<file path="src/rtl/diff_rebuild.sv">
// diff_rebuild: rebuilds operand B from base A and a stream of increasing
// bit-position indices (the inverse of the ALU lowest-differing-bit op).
// B = A ^ mask, where each legal index sets one mask bit.
module diff_rebuild (
  input  logic        clk,
  input  logic        rst_n,
  input  logic        start,
  input  logic        start_empty,
  input  logic [31:0] base,
  input  logic        idx_valid,
  input  logic [5:0]  idx,
  input  logic        idx_last,
  output logic        idx_ready,
  output logic        out_valid,
  input  logic        out_ready,
  output logic [31:0] b_out,
  output logic [31:0] mask,
  output logic [5:0]  count,
  output logic        err,
  output logic        busy
);

  typedef enum logic [1:0] {IDLE, COLLECT, OUT} state_t;

  state_t      state;
  logic [31:0] aReg;
  logic [31:0] maskReg;
  logic [5:0]  countReg;
  logic        errReg;
  logic [4:0]  lastIdx;
  logic        havePrev;
  logic        beat;
  logic        legal;

  // An index is legal when in range and strictly above the previous accepted one
  always_comb begin
    beat  = idx_valid & idx_ready;
    legal = ~idx[5] & (~havePrev | (idx[4:0] > lastIdx));
  end

  // Control FSM with registered handshake outputs and the operand datapath
  always_ff @(posedge clk or negedge rst_n) begin
    if (!rst_n) begin
      state     <= IDLE;
      idx_ready <= 1'b0;
      out_valid <= 1'b0;
      busy      <= 1'b0;
      aReg      <= 32'd0;
      maskReg   <= 32'd0;
      countReg  <= 6'd0;
      errReg    <= 1'b0;
      lastIdx   <= 5'd0;
      havePrev  <= 1'b0;
    end else begin
      case (state)
        IDLE: begin
          if (start) begin
            aReg     <= base;
            maskReg  <= 32'd0;
            countReg <= 6'd0;
            errReg   <= 1'b0;
            lastIdx  <= 5'd0;
            havePrev <= 1'b0;
            busy     <= 1'b1;
            if (start_empty) begin
              state     <= OUT;
              out_valid <= 1'b1;
              idx_ready <= 1'b0;
            end else begin
              state     <= COLLECT;
              idx_ready <= 1'b1;
              out_valid <= 1'b0;
            end
          end
        end
        COLLECT: begin
          if (beat) begin
            if (legal) begin
              maskReg  <= maskReg | (32'd1 << idx[4:0]);
              countReg <= countReg + 6'd1;
              lastIdx  <= idx[4:0];
              havePrev <= 1'b1;
            end else begin
              errReg <= 1'b1;
            end
            if (idx_last) begin
              state     <= OUT;
              idx_ready <= 1'b0;
              out_valid <= 1'b1;
            end
          end
        end
        OUT: begin
          if (out_ready) begin
            state     <= IDLE;
            out_valid <= 1'b0;
            busy      <= 1'b0;
          end
        end
        default: begin
          state     <= IDLE;
          idx_ready <= 1'b0;
          out_valid <= 1'b0;
          busy      <= 1'b0;
        end
      endcase
    end
  end

  // Result is a pure function of registered state
  always_comb begin
    b_out = aReg ^ maskReg;
    mask  = maskReg;
    count = countReg;
    err   = errReg;
  end

endmodule

</file>
<file path="config.mk">
export PLATFORM = sky130hd
export DESIGN_NAME = diff_rebuild
export DESIGN_NICKNAME = d
export VERILOG_FILES = /design/src/rtl/diff_rebuild.sv
export SDC_FILE = /design/constraint.sdc
export NUM_CORES = 1
export LEC_CHECK = 0
export CAP_MARGIN = 5
export CORE_UTILIZATION = 50
export CTS_CLUSTER_DIAMETER = 100
export DETAILED_ROUTE_END_ITERATION = 8
export PLACE_DENSITY = 0.95
export SYNTH_ARGS = -nofsm -noshare
export SYNTH_HDL_FRONTEND = slang
export SYNTH_SLANG_ARGS = --single-unit
</file>
<file path="constraint.sdc">
create_clock -name clk -period 3.5 [get_ports clk]
set_input_delay 0.7 -clock clk [delete_from_list [all_inputs] [get_ports clk]]
set_output_delay 0.7 -clock clk [all_outputs]
set_load 0.03 [all_outputs]
</file>
==> out/metrics.csv, run 1 <==
metric;value;unit
outcome;finished, final reports clean;
PD cells;708;nW/um2
placed cell count;617;
WHS Path Cells;2;
Worst Path Arrival;3.08;ns
Hold Slack;0.500;ns
critical path launch point type;input pin;
CTS Sinks;81;
worst hold path class;register to register;
final setup TNS;0;ns
Port Buffer Count;118;
Vias per Instance;5.22;
xor-xnor portion of the synthesized cell area;0.0733;
R2R setup slack;1.16;ns
syn avg cell area;9.27;um2
Post-Layout Cell Count;633;
P&R area growth vs syn;37.9;%
worst path bufs/invs;2;
CTS H-Tree Depth;3;
post-synthesis cell count;412;
TritonCTS Buffers;9;
Crit path max-delay family;compound AO/OA/AOI/OAI gates;
DRT Pass-1 Iters;4;
I/O pin cnt;119;
Die H;89.4;um
Syn Nets;463;
Congestion Overflow GR;0;
final net count;580;
Synth Area in Compound Gates;0.109;
clock skew;0.0111;ns
initial core utilization;0.521;
fmax;0.350;GHz
VDD IR max;382;uV
largest net degree at the start of global routing;82;
Hold Path Origin;aReg[19]$_DFFE_PN0P_;
Root Buffer;clkbuf_8;
antenna-violating nets left;0;
Synth Register Bits;81;
Reg-to-Reg Start;lastIdx[1]$_DFFE_PN0P_;
CP Cell Sequence;clkdlybuf4s50_1, ha_1, a211oi_2, a211oi_4, o21ai_2, buf_4, o21ai_1;
Max Slew Vio Count;0;
main combinational cell family by area after synthesis;simple AND/OR/NAND/NOR gates;
mux cell area share after synthesis;0.00589;
Worst path slowest cell;clkdlybuf4s50_1;
initial antenna violation count;0;
Leakage Power;2.49;nW
Post-Route WL;9.16;mm
most common cell after layout, fill and taps aside;nand2_1;
actual slew at the worst max-slew pin;0.981;ns
Post-CTS Setup Bufs;0;
number of library cell types mapped by synthesis;44;
Max Cap Viol;0;
Critical Path Sink Type;register;
CTS-repair resized insts;0;
total of warnings raised by yosys;0;
sequential element share of the synthesized area;0.530;
Starting DRT DRC Count;139;
reg2reg path depth;8;
All-Layer GR Usage;0.237;
# hold bufs at CTS;0;
TritonCTS clock tree;yes;
vias in the first global route;3116;
first-pass GRT wire length;14.3;mm
fin area;5270;um2
diode count;0;
Worst-Skew Late Latency;0.35;ns
DIE WIDTH;89.4;um
minimum clock period;2.85;ns
Max-slew headroom;0.346;
Post-Synth Simple-Gate Area;0.222;
endpoints failing hold;0;
CTS max path bufs;2;
dpl cell area;5090;um2
# setup viols final;0;
Adder-Cell Fraction of Synth Area;0.0196;
Wirelength per Cell;14.5;um
Worst Hold End;aReg[19]$_DFFE_PN0P_;
share of layout cells above drive strength 1;0.0693;
register clock-pin slew on the reported worst setup and hold paths;0.08;ns
Die ar.;8000;um2
WS Path Type;input pin to register;
period utilisation layout;0.815;
via count;3306;
DP Wirelength;6.82;mm
critical path's largest stage delay;0.54;ns
GP Congestion;0.904;
area of the mapped netlist;3820;um2
RSZ-0062 raised after global routing;false;
Worst Path Max Fanout;13;
end of the worst register-to-register path;lastIdx[2]$_DFFE_PN0P_;
FP Rows;31;
core area;7330;um2
most frequent cells in the layout;nand2_1, clkdlybuf4s50_1, dfrtp_1;
DRC;0;
CP Data Required Time;3.73;ns
per-stage QoR:
step                      power [W]   util  setup WS, ns
after detailed placement    0.00314  0.694         0.314
after CTS                   0.00376  0.719         0.691
after floorplan             0.00246      -         0.840
after global placement      0.00307  0.694         0.391
after global routing        0.00395  0.719         0.475
final                       0.00373  0.719         0.646
cell families (layout without fill, tap and decap cells):
logic type / Yosys count / in the layout
simple gates: 197 / 197
flops: 81 / 81
compound gates: 61 / 61
buf+inv: 33 / 155
xor+xnor: 32 / 32
fa+ha+maj: 6 / 6
mux: 2 / 2
layer usage:
layer	track usage	up-vias	part of all wire
met5	0	-	0
met4	0.102	0	0.016
met3	0.0332	18	0.050
met2	0.403	117	0.51
met1	0.303	1582	0.43
li1	-	1589	-
worst reg2reg max path: stages (launching register included):
cell	delay (ns)
dfrtp_1	0.37
inv_1	0.05
ha_1	0.30
nand2b_1	0.06
a211o_1	0.38
a211oi_4	0.39
o21ai_2	0.24
buf_4	0.26
a22o_1	0.18
final cells by class:
cell class,instances,area (um2)
clock buffer,10,138
clock inverter,6,43.8
fill,529,2060
inverter,12,45.0
multi-input combinational,298,1650
sequential,81,2030
tap,99,124
timing repair buffer,127,1250
where the power goes:
part / internal, W / switching, W
clock: 0.000278 / 0.000342
sequential: 0.00118 / 0.000203
combinational: 0.000698 / 0.00103
total: 0.00215 / 0.00158
state kept, by name, summed over array words and instances (netlist names):
signal     count
state          1
lastIdx        5
out_valid      1
err            1
count          6
havePrev       1
idx_ready      1
busy           1
aReg          32
mask          32
synth_stat cells:
cell type,count,share of area
a2111oi_4,1,0.0072
a211o_1,2,0.0046
a211oi_2,1,0.0033
a211oi_4,1,0.0052
a21o_1,1,0.0020
a21oi_1,7,0.0092
a221o_1,1,0.0026
a22o_1,5,0.011
a311oi_1,1,0.0023
a31o_1,1,0.0023
a31oi_1,2,0.0033
a32o_1,1,0.0026
and2_1,2,0.0033
and2b_1,1,0.0020
and3_1,3,0.0049
buf_1,1,0.00098
buf_2,1,0.0013
buf_4,1,0.0020
buf_6,3,0.0088
clkbuf_1,15,0.015
dfrtp_1,81,0.53
ha_1,6,0.020
inv_1,12,0.012
mux2_1,1,0.0029
mux2_2,1,0.0029
nand2_1,137,0.13
nand2_2,1,0.0016
nand2b_1,4,0.0065
nand3_1,12,0.016
nand3b_1,2,0.0039
nand3b_2,2,0.0059
nand4_1,8,0.013
nor2_1,16,0.016
nor2b_1,4,0.0065
nor3_1,1,0.0013
nor3b_1,2,0.0039
o21ai_1,31,0.041
o21ai_2,1,0.0023
o22a_1,1,0.0023
o22ai_1,2,0.0033
o31ai_1,1,0.0020
o32ai_1,1,0.0023
or2_2,2,0.0033
xor2_1,32,0.073
worst max path at each step:
stage / startpoint / to / cells past startpoint
after floorplan: idx[0] / lastIdx[4]$_DFFE_PN0P_ / 8
after global placement: idx[4] / lastIdx[2]$_DFFE_PN0P_ / 8
after detailed placement: idx[4] / mask[17]$_DFFE_PN0P_ / 7
after CTS: idx[4] / mask[19]$_DFFE_PN0P_ / 7
after global routing: idx[4] / mask[19]$_DFFE_PN0P_ / 7
final: idx[4] / mask[19]$_DFFE_PN0P_ / 7
No activity file was read; power rests on OpenSTA's default activity.
==> inputs of run 2 (changes only) <==
--- a/config.mk
+++ b/config.mk
@@ -6,10 +6,10 @@
 export NUM_CORES = 1
 export LEC_CHECK = 0
 export CAP_MARGIN = 5
-export CORE_UTILIZATION = 50
+export CORE_UTILIZATION = 42
 export CTS_CLUSTER_DIAMETER = 100
 export DETAILED_ROUTE_END_ITERATION = 8
-export PLACE_DENSITY = 0.95
+export PLACE_DENSITY = 0.87
 export SYNTH_ARGS = -nofsm -noshare
 export SYNTH_HDL_FRONTEND = slang
 export SYNTH_SLANG_ARGS = --single-unit
==> constraint.sdc (replaced) <==
create_clock -name clk -period 2.4 [get_ports clk]
set_input_delay 0.48 -clock clk [delete_from_list [all_inputs] [get_ports clk]]
set_output_delay 0.48 -clock clk [all_outputs]
set_load 0.03 [all_outputs]
==> run 2 against run 1 <==
  * Final cell count up 3.3%
  * Sequential power up 45%
  * Wire length up 7.3%
  * Combinational power up 54%
  * Via count up 2.0%
  * Critical path depth up 1
  * Critical path type unchanged
==> out/metrics.csv, run 2 (same netlist as run 1, synthesis figures left out) <==
metric;value;unit
CTS H-Tree Depth;3;
# hold bufs at CTS;0;
I/O pin cnt;119;
Worst Path Max Fanout;6;
initial antenna violation count;0;
VDD IR max;413;uV
diode count;0;
final net count;592;
share of layout cells above drive strength 1;0.0971;
most common cell after layout, fill and taps aside;nand2_1;
P&R area growth vs syn;42.8;%
fin area;5460;um2
vias in the first global route;3464;
initial core utilization;0.436;
minimum clock period;2.30;ns
actual slew at the worst max-slew pin;0.626;ns
DIE WIDTH;97.4;um
placed cell count;637;
TritonCTS clock tree;yes;
Leakage Power;2.59;nW
worst hold path class;input pin to async pin;
RSZ-0062 raised after global routing;false;
Post-Route WL;9.83;mm
clock skew;0.0121;ns
FP Rows;34;
DP Wirelength;7.23;mm
critical path launch point type;input pin;
dpl cell area;5210;um2
DRT Pass-1 Iters;4;
Post-Layout Cell Count;654;
Port Buffer Count;118;
Critical Path Sink Type;register;
largest net degree at the start of global routing;65;
Max-slew headroom;0.583;
GP Congestion;0.901;
Die ar.;9480;um2
Congestion Overflow GR;0;
WS Path Type;input pin to register;
CTS Sinks;81;
Vias per Instance;5.16;
core area;8760;um2
Max Slew Vio Count;0;
Worst-Skew Late Latency;0.37;ns
R2R setup slack;0.27;ns
CTS max path bufs;2;
most frequent cells in the layout;nand2_1, clkdlybuf4s50_1, dfrtp_1;
# setup viols final;0;
fmax;0.434;GHz
CP Data Required Time;2.67;ns
DRC;0;
Die H;97.4;um
via count;3373;
Starting DRT DRC Count;167;
TritonCTS Buffers;9;
Worst Path Arrival;2.58;ns
Layout fillers;710;
PD cells;1050;nW/um2
first-pass GRT wire length;16.5;mm
register clock-pin slew on the reported worst setup and hold paths;0.09;ns
antenna-violating nets left;0;
outcome;finished, final reports clean;
All-Layer GR Usage;0.214;
period utilisation layout;0.959;
Wirelength per Cell;15.0;um
Root Buffer;clkbuf_8;
endpoints failing hold;0;
Max Cap Viol;0;
[run 2: report_power, final]
part,internal [W],leakage [nW],switching [W]
combinational,0.00110,1.42,0.00157
clock,0.000500,0.103,0.000551
sequential,0.00172,1.07,0.000280
total,0.00332,2.59,0.00240
[run 2: repair_timing]
item | in CTS | in global routing
buffers inserted | 0 | 1
pin swaps | 0 | 4
gates cloned | 0 | 0
setup endpoints to repair | 1 | 17
gates resized for setup | 1 | 5
[run 2: routing by layer]
layer,share of wire,GRT usage,vias up
li1,-,-,1611
met1,0.40,0.253,1620
met2,0.53,0.386,123
met3,0.050,0.0424,19
met4,0.018,0.0769,0
met5,0,0,-
[run 2: final cells by class]
cell class | count | area (um2) | area share
Inverter | 12 | 45.0 | 0.00826
Clock buffer | 9 | 124 | 0.0227
Multi-Input combinational cell | 298 | 1670 | 0.307
Tap cell | 108 | 135 | 0.0248
Clock inverter | 7 | 83.8 | 0.0154
Sequential cell | 81 | 2030 | 0.372
Timing Repair Buffer | 139 | 1370 | 0.250
[run 2: final timing paths]
check,startpoint,to,cells past startpoint
worst max-delay path,idx[4],mask[8]$_DFFE_PN0P_,8
worst min-delay path,rst_n,aReg[29]$_DFFE_PN0P_,1
worst max register to register,lastIdx[1]$_DFFE_PN0P_,mask[8]$_DFFE_PN0P_,8
worst min register to register,aReg[16]$_DFFE_PN0P_,aReg[16]$_DFFE_PN0P_,2
max in group asynchronous,rst_n,lastIdx[0]$_DFFE_PN0P_,2
min in group clk,aReg[16]$_DFFE_PN0P_,aReg[16]$_DFFE_PN0P_,2
[run 2: worst max-delay path: stages]
cell and delay [ns]:
clkdlybuf4s50_1 0.44, ha_1 0.33, nand2_1 0.10, a211o_4 0.31, a2111oi_4 0.32, buf_4 0.21, nand3b_1 0.13, o31ai_1 0.25
[run 2: metrics by stage]
stage                     setup TNS (ns)  hold WS [ns]  utilization  power (W)  setup WS, ns
final                                  0        0.0326        0.623    0.00572        0.0973
after global placement             -8.09         0.424        0.594    0.00456        -0.286
after CTS                              0        0.0399        0.619    0.00573       0.00341
after floorplan                        0         0.184            -    0.00359        0.0730
after global routing                   0        0.0557        0.623    0.00603       0.00114
after detailed placement          -10.75         0.433        0.594    0.00467        -0.390
